## src/rtl/progmem_bus_pkg.sv

```systemverilog
// progmem_bus_pkg: shared state, default and PicoRV32 valid/ready bus types for program-memory arbitration
package progmem_bus_pkg;
  localparam int PM_ADDR_W = 32;
  localparam int PM_DATA_W = 32;
  localparam logic [PM_DATA_W-1:0] PM_ERR_WORD = 32'hDEAD_BEEF;
  typedef enum logic {IDLE, BUSY} state_e;
  typedef struct packed {
    logic                 valid;
    logic [PM_ADDR_W-1:0] addr;
  } pmem_req_t;
  typedef struct packed {
    logic                 ready;
    logic [PM_DATA_W-1:0] rdata;
  } pmem_rsp_t;
endpackage

```

## src/rtl/rr_arbiter2.sv

```systemverilog
// rr_arbiter2: two-input round-robin grant; on a tie the requester not granted last wins
module rr_arbiter2 (
  input  logic       clk,
  input  logic       rstn,
  input  logic [1:0] req_i,
  input  logic       en_i,
  output logic       gnt_o
);
  logic last_q;
  assign gnt_o = &req_i ? ~last_q : req_i[1];
  always_ff @(posedge clk or negedge rstn)
    if (!rstn) last_q <= 1'b1;
    else if (en_i) last_q <= gnt_o;
endmodule

```

## src/rtl/progmem_arbiter.sv

```systemverilog
// progmem_arbiter: shares the program-memory port between two requesters with a bus-timeout watchdog
module progmem_arbiter
  import progmem_bus_pkg::*;
#(
  parameter int                 ADDR_W   = PM_ADDR_W,
  parameter int                 DATA_W   = PM_DATA_W,
  parameter int                 TIMEOUT  = 16,
  parameter logic [DATA_W-1:0]  ERR_WORD = PM_ERR_WORD
) (
  input  logic              clk,
  input  logic              rstn,
  input  logic              m0_valid,
  input  logic [ADDR_W-1:0] m0_addr,
  output logic              m0_ready,
  output logic [DATA_W-1:0] m0_rdata,
  input  logic              m1_valid,
  input  logic [ADDR_W-1:0] m1_addr,
  output logic              m1_ready,
  output logic [DATA_W-1:0] m1_rdata,
  output logic              s_valid,
  output logic [ADDR_W-1:0] s_addr,
  input  logic              s_ready,
  input  logic [DATA_W-1:0] s_rdata,
  output logic              err,
  output logic [ADDR_W-1:0] err_addr,
  input  logic              err_clr
);
  state_e            state_q;
  logic              gnt_q, err_q, arb_gnt, busy, start, g_valid, done, tmo, abort, fin;
  logic [7:0]        cnt_q;
  logic [ADDR_W-1:0] addr_q, err_addr_q;
  logic [DATA_W-1:0] rdata;
  rr_arbiter2 u_arb (
    .clk   (clk),
    .rstn  (rstn),
    .req_i ({m1_valid, m0_valid}),
    .en_i  (start),
    .gnt_o (arb_gnt)
  );
  assign busy    = state_q == BUSY;
  assign start   = !busy && (m0_valid || m1_valid);
  assign g_valid = gnt_q ? m1_valid : m0_valid;
  assign done    = busy && s_ready;
  // a requester that withdrew its request gets neither data nor a timeout pulse
  assign abort   = busy && !s_ready && !g_valid;
  assign tmo     = busy && !s_ready && g_valid && cnt_q == 8'(TIMEOUT - 1);
  assign fin     = done || tmo || abort;
  assign rdata   = done ? s_rdata : ERR_WORD;
  assign m0_ready = (done || tmo) && !gnt_q;
  assign m1_ready = (done || tmo) && gnt_q;
  assign m0_rdata = m0_ready ? rdata : '0;
  assign m1_rdata = m1_ready ? rdata : '0;
  assign s_valid  = busy;
  assign s_addr   = addr_q;
  assign err      = err_q;
  assign err_addr = err_addr_q;
  always_ff @(posedge clk or negedge rstn)
    if (!rstn) begin
      state_q    <= IDLE;
      gnt_q      <= 1'b0;
      addr_q     <= '0;
      cnt_q      <= '0;
      err_q      <= 1'b0;
      err_addr_q <= '0;
    end else begin
      if (start) begin
        state_q <= BUSY;
        gnt_q   <= arb_gnt;
        addr_q  <= arb_gnt ? m1_addr : m0_addr;
      end else if (fin) state_q <= IDLE;
      cnt_q <= busy && !fin ? cnt_q + 8'd1 : '0;
      // a timeout coinciding with a clear still records the new address
      if (tmo) begin
        err_q <= 1'b1;
        if (!err_q || err_clr) err_addr_q <= addr_q;
      end else if (err_clr) begin
        err_q      <= 1'b0;
        err_addr_q <= '0;
      end
    end
endmodule

```

## config.mk

```make
export PLATFORM = sky130hd
export DESIGN_NAME = progmem_arbiter
export DESIGN_NICKNAME = d
export VERILOG_FILES = /design/src/rtl/progmem_bus_pkg.sv /design/src/rtl/rr_arbiter2.sv /design/src/rtl/progmem_arbiter.sv
export SDC_FILE = /design/constraint.sdc
export NUM_CORES = 1
export LEC_CHECK = 0
export CAP_MARGIN = 20
export CORE_MARGIN = 2
export CORE_UTILIZATION = 43
export CTS_BUF_LIST = sky130_fd_sc_hd__clkbuf_8 sky130_fd_sc_hd__clkbuf_16
export CTS_CLUSTER_DIAMETER = 80
export CTS_CLUSTER_SIZE = 14
export DETAILED_ROUTE_END_ITERATION = 7
export HOLD_SLACK_MARGIN = 0.15
export PLACE_DENSITY = 0.88
export SYNTH_ARGS = -nofsm -noshare
export SYNTH_HDL_FRONTEND = slang
export SYNTH_SLANG_ARGS = --single-unit
```

## constraint.sdc

```tcl
create_clock -name clk -period 4.01 [get_ports clk]
set_input_delay 0.802 -clock clk [delete_from_list [all_inputs] [get_ports clk]]
set_output_delay 0.802 -clock clk [all_outputs]
set_load 0.01 [all_outputs]
```

==> results of run 1 <==
==> worst reg2reg max path, cell delays in order, from the launching register on <==
cell,delay [ns]
sky130_fd_sc_hd__dfrtp_1,0.37
sky130_fd_sc_hd__ha_1,0.24
sky130_fd_sc_hd__and3_1,0.35
sky130_fd_sc_hd__nand4_4,0.67
sky130_fd_sc_hd__o32ai_2,0.54
==> sequential cells by signal, indices dropped and copies added, names as in the netlist <==
signal	cells
err	1
s_valid	1
err_addr	32
u_arb.last_q	1
s_addr	32
cnt_q	8
gnt_q	1
==> cell type report <==
type | instances | area (µm²)
Timing Repair Buffer | 239 | 2412
Clock inverter | 6 | 25.02
Sequential cell | 76 | 1903
Multi-Input combinational cell | 264 | 2008
Fill cell | 799 | 2912
Clock buffer | 10 | 137.6
Tap cell | 133 | 166.4
Inverter | 68 | 255.2
==> per-stage QoR <==
stage | util | total power, mW | hold WS, ns | worst slack (ns)
after floorplan | - | 1.835 | 0.4329 | 1.448
after global placement | 0.6869 | 2.643 | 0.4437 | 0.3009
after detailed placement | 0.6869 | 2.696 | 0.4542 | 0.2460
after CTS | 0.7035 | 3.198 | 0.4636 | 0.2377
after global routing | 0.7035 | 3.376 | 0.4766 | 0.1666
final | 0.7035 | 3.173 | 0.4633 | 0.2591
==> logic make-up (layout without fill, tap and decap cells) <==
family                   Yosys count  count (layout)  synth area share
AND/OR/NAND/NOR                  149             149            0.1824
flip-flops                        76              76            0.4368
XOR/XNOR                           3               3          0.006032
AO/OA/AOI/OAI                     78              78            0.1867
buffers and inverters            104             323            0.1091
adder cells (fa/ha/maj)            1               1          0.002871
multiplexers                      33              33           0.07611
==> cells in the final DEF (no fill, tap or decap), drive strengths merged <==
cell type / instances
clkbuf: 10
nor3b: 25
and2b: 1
o21bai: 1
nand4: 2
mux2i: 32
ha: 1
nor4: 1
xor2: 2
and2: 9
nand2: 38
nor2b: 2
o21ai: 36
clkinv: 2
o211ai: 1
nor2: 30
xnor2: 1
mux2: 1
a41oi: 1
nor3: 24
or3: 3
a21oi: 4
or4: 1
o32ai: 32
a31oi: 1
a41o: 1
dfstp: 1
inv: 72
dfrtp: 75
and3: 10
nand3: 3
buf: 7
a21boi: 1
clkdlybuf4s50: 232
==> report_power, final <==
group	internal (mW)	total, mW	leakage (nW)	switching (mW)
logic	0.824	1.57	1.72	0.751
clock network	0.231	0.496	0.101	0.265
registers	0.945	1.10	0.999	0.157
total	2.00	3.17	2.82	1.17
==> Yosys cell counts (all sizes together) <==
master,n
inv,68
buf,16
a21oi,4
nor2,30
nand3,3
and3,10
and2,9
nor3b,25
or3,3
xor2,2
nand4,2
a31oi,1
and2b,1
a41oi,1
ha,1
dfrtp,75
mux2i,32
o21ai,36
o211ai,1
nand2,38
xnor2,1
a41o,1
mux2,1
o32ai,32
or4,1
o21bai,1
nor3,24
a21boi,1
nor4,1
nor2b,2
dfstp,1
clkbuf,20
==> routing by layer <==
metal	track usage	part of all wire	up-vias
met5	0	0	-
met4	0.09429	0.026	0
met3	0.06176	0.082	24
met2	0.4430	0.52	162
met1	0.2684	0.37	1940
li1	-	-	1936
==> final timing paths <==
kind	start	to	slack (ns)	cells after the start
worst min register to register	cnt_q[0]$_DFF_PN0_	cnt_q[0]$_DFF_PN0_	0.46	1
worst max-delay path	m0_valid	m1_rdata[1]	0.26	6
max in group asynchronous	rstn	err$_DFFE_PN0P_	2.78	1
min in group asynchronous	rstn	err_addr[9]$_DFFE_PN0P_	0.59	1
worst max register to register	cnt_q[0]$_DFF_PN0_	err_addr[8]$_DFFE_PN0P_	1.73	4
worst min-delay path	cnt_q[0]$_DFF_PN0_	cnt_q[0]$_DFF_PN0_	0.46	1
==> flow_results.org, run 1 <==
** Run status
- The run finished with clean final reports.

** Clocking
- Resize count post-CTS :: 0
- The longest clock path from root to sink contains 2 buffers.
- Clock tree synthesis inserted a total of 9 buffers.
- Clk Latency, worst-skew pair :: 0.35 ns
- Setup fix buffers added after clock tree synthesis :: 0
- Clock transition at path regs :: 0.07 ns
- Number of sinks driven by the clock tree :: 76
- The H-tree was split into 3 levels.
- Clock tree from TritonCTS :: yes
- Buffers inserted to repair hold after CTS numbered 0.
- Cell chosen for the clock root :: sky130_fd_sc_hd__clkbuf_8

** Power and ir drop
- In this run the power density over the cells is 459.3 nW/µm².
- The analysis attributes to cell leakage a power of 2.815 nW.
- Maximum vdd ir drop :: 0.2818 mV

** Cells and area
- Post-Layout Cell Count :: 796
- Compared with the post-synthesis result, the final layout area differs by 58.56%.
- The number of antenna diodes in the final layout is 0.
- Final cell area excluding filler cells :: 6908 µm²
- Of the cells placed in the final design, the portion with a size suffix greater than 1 is 0.09050.
- For this run, the post-layout net count is 761.

** Floorplan
- The floorplan step defined a die boundary enclosing 10,950 µm².
- The floorplan step set the die height to 104.7 µm.
- The floorplan step set the die width to 104.7 µm.
- I/O pin count :: 234
- Row count :: 36
- Starting density of the core :: 0.4437
- Core Region :: 9819 µm²

** Worst setup path
- Most Frequent Cell on Critical Path :: sky130_fd_sc_hd__clkdlybuf4s50_1
- On the worst path, the slowest cell contributes a delay of 0.61 ns.
- On the critical path, the stage with the largest delay is an instance of sky130_fd_sc_hd__clkdlybuf4s50_1.
- Startpoint type of the worst setup path :: input port
- Maximum net fanout on the critical path :: 50
- Traced cell by cell, the critical path runs through clkdlybuf4s50_1, mux2_2, a41oi_4, buf_12, nor3b_1, clkdlybuf4s50_1.
- Required time of the worst setup path :: 3.21 ns
- Crit path DAT :: 2.95 ns
- Counting both buffers and inverters, the worst setup path holds a total of 3.
- Critical path start-end classification :: input port to output port
- Cell family contributing the most delay on the critical path :: buffers and inverters
- Crit. End Element :: output port

** Timing
- Final critical-path share of the clock period :: 0.9354
- At the pin with the least slew margin, the transition time is 0.9745 ns.
- Total negative slack for setup checks :: 0 ns
- The final-report hold violation count came to 0.
- Max-slew violations :: 0
- Min Clock Period, post-route :: 3.751 ns
- Rel. slew slack :: 0.3504
- Unrepaired setup endpoints after global routing :: false
- Setup-violating endpoint count in the final report :: 0
- For this run, the top clock speed supported by timing is 266.6 MHz.
- Clock skew after layout :: 0.01085 ns

** Synth
- Number of storage elements in the synthesis netlist :: 76
- Of the post-synthesis cell area, the dominant cell type holds 0.4308.
- Post-Syn Area per Cell :: 9.812 µm²
- The number of different library cells used by synthesis comes to 37.
- Cell type with the largest total area after synthesis :: sky130_fd_sc_hd__dfrtp_1
- Post-synthesis instance total :: 444
- Synthesis produced a netlist with a net count of 547.
- Sequential share of the synthesized area :: 0.4368
- Number of warning messages in the yosys log :: 0
- Mapped cell area :: 4357 µm²
- Largest cells by area after synthesis :: sky130_fd_sc_hd__dfrtp_1 43%, sky130_fd_sc_hd__o32ai_2 9.7%, sky130_fd_sc_hd__mux2i_1 7.4%, sky130_fd_sc_hd__inv_1 5.9%, sky130_fd_sc_hd__nor3b_1 4.3%

** Detailed routing
- Before antenna repair, the detailed router went through 4 iterations.
- Final routed DRC violation total :: 0
- Residual antenna-violating net count after detailed routing :: 0
- Total number of vias :: 4,062
- Starting DRC count in detailed routing :: 205
- Post-detailed-route via-to-cell ratio :: 5.103
- Routed wire per std cell :: 16.65 µm
- The final layout contains routed wiring with a total length of 13.26 mm.

** GRT
- Maximum number of pins on one net before global-route repair :: 77
- Global routing finished with a remaining overflow of 0.
- Via count of the first global-routing pass :: 4,054
- The first global-routing pass estimated 21.15 mm of wire.
- Global Route Usage Sum :: 0.2423
- The initial antenna violation count was 0.

** Placed design
- At the end of routability-driven placement, the weighted congestion stood at 0.8856.
- After detailed placement, the total cell area comes to 6745 µm².
- Post-Place Cells :: 780
- Detailed placement finished with a half-perimeter wire length of 10.01 mm.
- Input/output buffers :: 233

** Job
- Max capacitance violation total :: 0

** Min path
- Worst min-delay path category :: flop to flop
Power figures use the tool's default switching activity.
==> run 2, diff against run 1 <==
- SKIP_CTS_REPAIR_TIMING: not set -> 1
- clock period: 4.01 -> 4.5 ns (I/O delays scaled with it)
==> run 2 against run 1 <==
  * Cell area is 0.18% higher
  * Global-route usage fell by 1.0 points
  * Clock power up 8.7%
  * Die area unchanged
  * Combinational power down 11%
  * Largest power group unchanged
  * Sequential cell count unchanged
  * First-iteration DRC count down 1.5%
  * Non-clock buffer count increased by 1
==> flow_results.org, run 2 (synthesis results as in run 1) <==
** Worst setup path
- The critical path data arrival time was 3.12 ns (+0.17 ns).
- Critical path cell sequence :: clkdlybuf4s50_1, mux2_2, a41oi_4, buf_4, nor3_1, clkdlybuf4s50_1
- The required time of the critical path came to 3.60 ns (+0.39 ns).
- Critical Path Max Stage Delay :: 0.61 ns (about the same)
- Most Frequent Cell on Critical Path :: sky130_fd_sc_hd__clkdlybuf4s50_1
- Crit. End Element :: output port
- Number of buffers and inverters on the critical path :: 3 (unchanged)
- The internal reg-to-reg setup slack is 2.23 ns (+0.50 ns).
- The worst setup path is launched from an input port.
- Critical path start-end classification :: input port to output port
- The endpoint identified for the worst register-to-register timing path is err_addr[27]$_DFFE_PN0P_.
- Maximum net fanout on the critical path :: 50 (unchanged)
- On the critical path the largest part of the delay comes from buffers and inverters.
- The slowest stage of the critical path is the sky130_fd_sc_hd__clkdlybuf4s50_1 cell.
- The startpoint identified for the worst register-to-register timing path is cnt_q[4]$_DFF_PN0_.
- R2r worst-path depth :: 3 (-1)

** Floorplan
- The number of cell rows came to 36 (unchanged).
- Chip height :: 104.7 µm (unchanged)
- The die outline width is 104.7 µm (unchanged).
- Core Region :: 9819 µm² (unchanged)
- The effective utilization at floorplan is 0.4437 (unchanged).
- Total Die Area :: 10,950 µm² (unchanged)
- The number of I/O pins came to 234 (unchanged).

** Placed design
- The routability-driven placement congestion ratio came to 0.8742 (-1.3%).
- Detailed placer's ending HPWL :: 9.791 mm (-2.2%)
- The count of input and output buffers is 233 (unchanged).
- Pre-CTS worst setup slack :: 0.4735 ns (+0.2275 ns)

** Detailed routing
- The number of DRC violations after detailed routing came to 0 (unchanged).
- The detailed router's first-iteration violation count is 202 (-1.5%).
- Wire length on met3 :: 979 µm (-9.5%)
- Post-detailed-route via-to-cell ratio :: 5.036 (-1.3%)
- Residual antenna-violating net count after detailed routing :: 0 (unchanged)
- The final wirelength is 12.90 mm (-2.7%).
- The routed wire length per instance is 16.20 µm (-2.7%).
- Detailed route wirelength on metal2 :: 6.812 mm (-1.8%)
- Top Metal Used :: met4
- Total number of vias :: 4,009 (-1.3%)
- Count of TritonRoute iterations in the first routing pass :: 4 (unchanged)
- The routed length on met1 is 4.853 mm (-0.72%).

** GRT
- Via count of the first global-routing pass :: 3,921 (-3.3%)
- The maximum number of pins on one net before global-route repair was 77 (unchanged).
- The initial antenna violation count came to 0 (unchanged).
- The global-route wire length before repair was 20.38 mm (-3.7%).
- Global Route Usage Sum :: 0.2323 (-0.009967)
- The remaining global-route overflow was 0 (unchanged).

** Power and ir drop
- Switching power :: 1.034 mW (-12%)
- Comb pwr share :: 0.478 (-0.018)
- Power Total :: 2.901 mW (-8.6%)
- Sequential Power Share :: 0.336 (-0.011)
- The total leakage power is 2.811 nW (-0.16%).
- Internal cell power :: 1.867 mW (-6.6%)
- The maximum VDD drop was 0.2055 mV (-27%).
- The part of the total power dissipated in the clock network is 0.186 (+0.030).
- The power per standard cell area is 419.2 nW/µm² (-8.7%).
- Share of total power consumed by net switching :: 0.3564 (-0.01332)

** Min path
- Worst hold endpoint :: cnt_q[0]$_DFF_PN0_
- The worst hold path belongs to the class flop to flop.
- Origin of the worst min-delay path :: cnt_q[0]$_DFF_PN0_
- The number of stages on the worst hold path is 1 (unchanged).

** Clocking
- Clk Latency, worst-skew pair :: 0.33 ns (-0.02 ns)
- Clock tree from TritonCTS :: yes
- Cell chosen for the clock root :: sky130_fd_sc_hd__clkbuf_8
- The H-tree level count came to 3 (unchanged).
- The number of sinks driven by the clock tree is 76 (unchanged).
- Maximum root-to-sink buffer count :: 2 (unchanged)
- The number of buffers inserted during clock tree synthesis came to 9 (unchanged).
- The clock-pin slew on the worst setup and hold paths was 0.07 ns (about the same).

** Timing
- The final-report hold violation count came to 0 (unchanged).
- Rel. slew slack :: 0.3591 (+0.008721)
- Of the available clock period, the critical path in the final layout requires 0.8934.
- Min Clock Period, post-route :: 4.020 ns
- The pin slew with the least headroom to its limit came to 0.9614 ns (-0.01308 ns).
- The total negative slack came to 0 ns (unchanged).
- The final setup violation count is 0 (unchanged).
- Clock skew after layout :: 0.01483 ns (+0.003984 ns)
- Min setup slack post-route :: 0.4795 ns (+0.2205 ns)
- Max Clk Rate :: 248.7 MHz
- The count of final max-slew check failures was 0 (unchanged).
- Setup repair after global routing left no endpoint under its margin.

** Cells and area
- The antenna diode instance count came to 0 (unchanged).
- Final-layout fill cell count :: 740 (-7.4%)
- The final net count is 762 (+0.13%).
- Leaving out fill and tap cells, the most frequent cell in the layout is sky130_fd_sc_hd__clkdlybuf4s50_1.
- Area growth syn-to-layout :: 58.85%
- The combined flip-flop and latch cell area is 1903 µm² (unchanged).
- Multi-input gate area :: 2008 µm² (unchanged)
- In the layout the commonest cells are 232 x sky130_fd_sc_hd__clkdlybuf4s50_1, 75 x sky130_fd_sc_hd__dfrtp_1, 69 x sky130_fd_sc_hd__inv_1, 38 x sky130_fd_sc_hd__nand2_1, 36 x sky130_fd_sc_hd__o21ai_0.
- The fraction of layout instances using a drive strength above 1 came to 0.09502 (+0.004525).

** Run status
- Status :: finished clean

** Job
- Max capacitance violation total :: 0 (unchanged)
run 2: changes by cell type in the layout (fill, tap and decap cells not counted), sizes merged:
cell | previous run | this run
clkbuf | 10 | 9
inv | 72 | 69
buf | 7 | 8
bufinv | 0 | 2
clkinvlp | 0 | 1
run 2: layout make-up:
class,count,area share
Clock buffer,9,0.01790
Clock inverter,6,0.01175
Inverter,68,0.03688
Multi-Input combinational cell,264,0.2902
Sequential cell,76,0.2750
Tap cell,133,0.02405
Timing Repair Buffer,240,0.3442
run 2: metal layers:
| layer | vias to the layer above | GRT usage |
|---|---|---|
| met5 | - | 0 |
| met4 | 0 | 0.06667 |
| met3 | 16 | 0.06800 |
| met2 | 152 | 0.4318 |
| met1 | 1913 | 0.2558 |
| li1 | 1928 | - |
run 2: power by group through the flow:
stage / clock network, mW / registers, mW / logic [mW]
after floorplan: 0 / 1.03 / 0.607
after global placement: 0 / 0.982 / 1.36
after detailed placement: 0 / 0.991 / 1.40
after CTS: 0.551 / 0.979 / 1.40
after global routing: 0.584 / 1.00 / 1.50
final: 0.539 / 0.976 / 1.39
run 2: how the worst max path moves through the flow:
stage,cells past startpoint,endpoint,from,slack [ns]
6_report,6,m0_rdata[9],m0_valid,0.48
5_1_grt,6,m1_rdata[13],m0_valid,0.36
4_1_cts,6,m0_rdata[9],m0_valid,0.47
3_5_place_dp,6,m0_rdata[9],m0_valid,0.47
3_3_place_gp,6,m0_rdata[9],m0_valid,0.52
2_1_floorplan,4,m1_rdata[10],s_ready,1.74
run 2: metrics by stage:
step | instances | area (µm²) | util | hold slack, ns
after detailed placement | 781 | 6715 | 0.6839 | 0.4543
after global routing | 796 | 6920 | 0.7048 | 0.4905
after floorplan | 444 | 4357 | - | 0.4329
after global placement | 781 | 6715 | 0.6839 | 0.4438
after CTS | 796 | 6920 | 0.7048 | 0.4638
final | 796 | 6920 | 0.7048 | 0.4618
run 2: worst register-to-register path, stage by stage, from the launching register on:
cell and delay (ns):
sky130_fd_sc_hd__dfrtp_1 0.47, sky130_fd_sc_hd__nor4_4 0.49, sky130_fd_sc_hd__a41o_2 0.93, sky130_fd_sc_hd__o32ai_1 0.21
